$ cat config.mk
export PLATFORM = sky130hd
export DESIGN_NAME = display_scan_ctrl
export DESIGN_NICKNAME = d
export VERILOG_FILES = /design/src/rtl/display_scan_ctrl.sv
export SDC_FILE = /design/constraint.sdc
export NUM_CORES = 1
export LEC_CHECK = 0
export ABC_AREA = 1
export CORE_UTILIZATION = 45
export DETAILED_ROUTE_END_ITERATION = 10
export PLACE_DENSITY = 0.66
export SLEW_MARGIN = 20
export SYNTH_ARGS = -nofsm -noshare
export SYNTH_HDL_FRONTEND = slang
export SYNTH_SLANG_ARGS = --single-unit
$ cat constraint.sdc
create_clock -name clk -period 2.05 [get_ports clk]
set_clock_uncertainty 0.15 [all_clocks]
set_input_delay 0.205 -clock clk [delete_from_list [all_inputs] [get_ports clk]]
set_output_delay 0.205 -clock clk [all_outputs]
set_load 0.1 [all_outputs]
$ cat src/rtl/display_scan_ctrl.sv
// Calculator display front end: debounced operand capture with
// registered sum/difference, plus blanked one-hot anode scanning.
module display_scan_ctrl #(
    parameter int unsigned REFRESH_DIV  = 100000,
    parameter int unsigned BLANK_CYCLES = 1000,
    parameter int unsigned DEB_CYCLES   = 1000000
) (
    input  logic       clk,
    input  logic       rst,
    input  logic [3:0] sw_a,
    input  logic [3:0] sw_b,
    input  logic       load,
    output logic [3:0] A,
    output logic [3:0] B,
    output logic [3:0] AplusB,
    output logic [3:0] AminusB,
    output logic       carry,
    output logic       borrow,
    output logic [3:0] anode
);

    localparam int unsigned RW = $clog2(REFRESH_DIV);
    localparam int unsigned DW = $clog2(DEB_CYCLES + 1);
    localparam logic [RW-1:0] RLAST = RW'(REFRESH_DIV - 1);
    localparam logic [DW-1:0] DFULL = DW'(DEB_CYCLES);

    logic          sync1;
    logic          load_s;
    logic          armed;
    logic [DW-1:0] dcnt;
    logic [RW-1:0] rcnt;
    logic [1:0]    idx;
    logic          fire;
    logic          blank;
    logic [4:0]    sum;

    // Capture one edge after the count saturates, only if still held.
    assign fire  = load_s && armed && (dcnt == DFULL);
    assign sum   = {1'b0, sw_a} + {1'b0, sw_b};
    assign blank = 32'(rcnt) < BLANK_CYCLES;

    always_ff @(posedge clk) begin
        if (rst) begin
            sync1  <= 1'b0;
            load_s <= 1'b0;
        end else begin
            sync1  <= load;
            load_s <= sync1;
        end
    end

    always_ff @(posedge clk) begin
        if (rst) begin
            dcnt  <= '0;
            armed <= 1'b1;
        end else begin
            if (!load_s)
                dcnt <= '0;
            else if (dcnt != DFULL)
                dcnt <= dcnt + 1'b1;
            if (fire)
                armed <= 1'b0;
            else if (!load_s)
                armed <= 1'b1;
        end
    end

    always_ff @(posedge clk) begin
        if (rst) begin
            A       <= 4'd0;
            B       <= 4'd0;
            AplusB  <= 4'd0;
            AminusB <= 4'd0;
            carry   <= 1'b0;
            borrow  <= 1'b0;
        end else if (fire) begin
            A       <= sw_a;
            B       <= sw_b;
            AplusB  <= sum[3:0];
            carry   <= sum[4];
            AminusB <= sw_a - sw_b;
            borrow  <= sw_a < sw_b;
        end
    end

    always_ff @(posedge clk) begin
        if (rst) begin
            rcnt <= '0;
            idx  <= 2'd0;
        end else if (rcnt == RLAST) begin
            rcnt <= '0;
            idx  <= idx + 2'd1;
        end else begin
            rcnt <= rcnt + 1'b1;
        end
    end

    always_ff @(posedge clk) begin
        if (rst || blank) begin
            anode <= 4'b1111;
        end else begin
            unique case (idx)
                2'd0: anode <= 4'b1110;
                2'd1: anode <= 4'b1101;
                2'd2: anode <= 4'b1011;
                2'd3: anode <= 4'b0111;
            endcase
        end
    end

endmodule

==> results.sh <==
export IMPL_drc_errors=0
export IMPL_synth_mux_area_frac=0
export IMPL_whs_path_depth=3
export IMPL_ant_nets=0
export IMPL_clockBufferDepth=2
export IMPL_period_share=0.884
export IMPL_antenna_cells=0
export IMPL_critPathSlowestCell="dfxtp_1"
export IMPL_wl_per_cell_um=10.2
export IMPL_synth_area_leaders="dfxtp_1, nand2_1, nor2_1"
export IMPL_status="finished clean"
export IMPL_cts_hold_buf=0
export IMPL_yosys_area_share_xor_xnor=0.0269
export IMPL_drt_iter0_markers=100
export IMPL_grt_start_max_net_pins=18
export IMPL_p_switching_mw=0.547
export IMPL_netlist_area_um2=3260
export IMPL_fin_cells=601
export IMPL_cts_tree="yes"
export IMPL_worstSetupStartpointType="register"
export IMPL_yosys_top_cells_count="nand2_1, nor2_1, dfxtp_1"
export IMPL_gr_usage_all_layers=0.173
export IMPL_synth_most_common_cell="nand2_1"
export IMPL_path_buf_inv=0
export IMPL_syn_to_final_growth_pct=16.4
export IMPL_slew_headroom=0.748
export IMPL_dieArea_um2=7590
export IMPL_synth_top_family_by_area="simple AND/OR/NAND/NOR gates"
export IMPL_maxCapViolCount=0
export IMPL_synth_nets=491
export IMPL_dpl_cell_area_um2=3600
export IMPL_fin_crit_ns=1.81
export IMPL_place_gp_congestion=0.810
export IMPL_fillCellCount=673
export IMPL_portBuffers=32
export IMPL_numCtsBuffers=9
export IMPL_synth_avg_cell_area_um2=7.04
export IMPL_synth_simple_area_share=0.345
export IMPL_synth_edf_count=0
export IMPL_yosys_warnings=0
export IMPL_regArea_um2=1260
export IMPL_sw_frac_of_total=0.225
export IMPL_die_width_um=87.1
export IMPL_drv_slew=0
export IMPL_drt_wl_total_um=6150
export IMPL_p_leak_nw=1.54
export IMPL_end_kind="register"
export IMPL_irDropWorstVdd_mv=0.472
export IMPL_min_path_type="input pin to register"
export IMPL_finalHoldViolations=0
export IMPL_cts_root_buf="clkbuf_8"
export IMPL_dp_cells=585
export IMPL_design_area_um2=3790
export IMPL_required_ns=2.11
export IMPL_route_vias_total=2807
export IMPL_core_area_um2=6910
export IMPL_power_internal_mw=1.88
export IMPL_rsz0062_at_grt="false"
export IMPL_p_per_area_nw_per_um2=641
export IMPL_start_util=0.472
export IMPL_combPwrFrac=0.058
export IMPL_die_y_um=87.1
export IMPL_drive_gt1_frac=0.137
export IMPL_grt_overflow=0
export IMPL_grt_antenna_before_repair=0
export IMPL_power_frac_clock=0.434
export IMPL_pwr_share_seq=0.509
export IMPL_clkTransAtPathRegs_ns=0.07
export IMPL_grt_pass1_wl_um=10300
export IMPL_critPathTopFamily="simple AND/OR/NAND/NOR gates"
export IMPL_max_freq_mhz=552
export IMPL_multi_input_area_um2=1680
export IMPL_setup_viol=0
export IMPL_cp_arrival_ns=1.87
export IMPL_ys_seq_area_frac=0.387
export IMPL_path_cells="ha_1 -> nand3_1 -> nor2_1 -> nand3_1 -> nand2_2 -> nor2_1"
export IMPL_synthFlopType="dfxtp_1"
export IMPL_clk_latency_ns=0.33
export IMPL_rows=30
export IMPL_nets=528
export IMPL_viasPerCell=4.67
export IMPL_htree_num_levels=3
export IMPL_worst_pin_slew_ns=0.378
export IMPL_cp_slowest_stage_delay_ns=0.35
export IMPL_syn_instance_count=463
export IMPL_ys_ff_latch=63
export IMPL_synth_adder_area_share=0.0699
export IMPL_grt_pass1_vias=2424
export IMPL_reg2reg_depth=6
export IMPL_synthArstFlopShare=0
export IMPL_synth_compound_area_frac=0.0733
export IMPL_first_pass_iters=4
export IMPL_worst_path_stages=6
export IMPL_cp_max_fo=17
export IMPL_synth_top_area_frac=0.387
export IMPL_cts_setup_buffers=0
export IMPL_synth_distinct_cells=34
export IMPL_power_mw=2.43
export IMPL_yosysTopAreaCell="dfxtp_1"
export IMPL_pin_count=33
export IMPL_ctsResizeCount=0
export IMPL_path_class="register to register"
export IMPL_clkSinkCount=63
export IMPL_hpwl_um=4540
layout by cell type, fill, tap and decap left out:
| master | count |
|---|---|
| nor2_8 | 1 |
| nand3_4 | 1 |
| o211ai_1 | 1 |
| nor2_1 | 82 |
| clkdlybuf4s50_1 | 10 |
| nand4_1 | 8 |
| a21oi_1 | 26 |
| xnor2_1 | 4 |
| nand3_1 | 38 |
| nand2_1 | 97 |
| buf_4 | 27 |
| fa_1 | 2 |
| nand3_2 | 1 |
| clkinv_2 | 3 |
| o21ai_1 | 7 |
| nor3_1 | 7 |
| nor2_4 | 4 |
| ha_1 | 15 |
| o21bai_1 | 1 |
| o21a_1 | 1 |
| dfxtp_1 | 63 |
| xor2_1 | 6 |
| a31oi_1 | 1 |
| clkbuf_1 | 2 |
| inv_2 | 10 |
| nor3b_1 | 1 |
| clkinv_1 | 2 |
| nand2_2 | 4 |
| clkbuf_8 | 10 |
| bufinv_16 | 1 |
| nand3b_1 | 1 |
| inv_1 | 52 |
| nor2_2 | 7 |
| o21ai_0 | 9 |
power groups by stage:
stage,registers [mW],logic [mW],clock network [mW]
6_report,1.24,0.140,1.05
5_1_grt,1.24,0.162,1.14
4_1_cts,1.24,0.141,1.09
3_5_place_dp,1.26,0.140,0
3_3_place_gp,1.26,0.140,0
2_1_floorplan,1.26,0.0929,0
through the flow:
stage	setup WS (ns)	util	hold slack, ns	TNS [ns]
2_1_floorplan	0.306	-	0.126	0
3_3_place_gp	0.0515	0.522	0.258	0
3_5_place_dp	-0.00584	0.522	0.262	-0.00584
4_1_cts	0.231	0.549	0.226	0
5_1_grt	0.104	0.549	0.250	0
6_report	0.238	0.549	0.242	0
state kept, by name, summed over array words and instances (netlist names):
register  count
AminusB       3
rcnt         17
anode         4
sync1         1
carry         1
load_s        1
borrow        1
dcnt         20
AplusB        4
idx           2
A             4
B             4
armed         1
kinds of logic (layout without fill, tap and decap cells):
family / Yosys count / in the layout
and+or+nand+nor: 252 / 252
buffers and inverters: 75 / 117
DFF: 63 / 63
AOI/OAI and AO/OA: 46 / 46
adders and majority gates: 17 / 17
xor gates and xnor gates: 10 / 10
worst paths after layout:
kind         endpoint     from  slack [ns]
max           rcnt[7]  rcnt[0]        0.24
max reg2reg   rcnt[7]  rcnt[0]        0.24
min reg2reg    load_s    sync1        0.27
min             sync1     load        0.24
routing by layer:
metal	vias to the layer above	routed length [um]	global-route usage
li1	1531	-	-
met1	1224	3010	0.211
met2	42	2830	0.291
met3	10	231	0.0493
met4	0	78	0.0611
met5	-	0	0
cell type report:
class                      instances  area share
sequential                        63       0.333
inverter                          64      0.0633
multi-input combinational        325       0.442
timing repair buffer              37      0.0798
clock buffer                      12      0.0383
tap                               96      0.0317
clock inverter                     4      0.0119
tightest hold or removal path, stage by stage:
cell	delay [ns]
clkdlybuf4s50_1	0.40
inv_1	0.05
nor2_1	0.03
No activity file was read; power rests on OpenSTA's default activity.
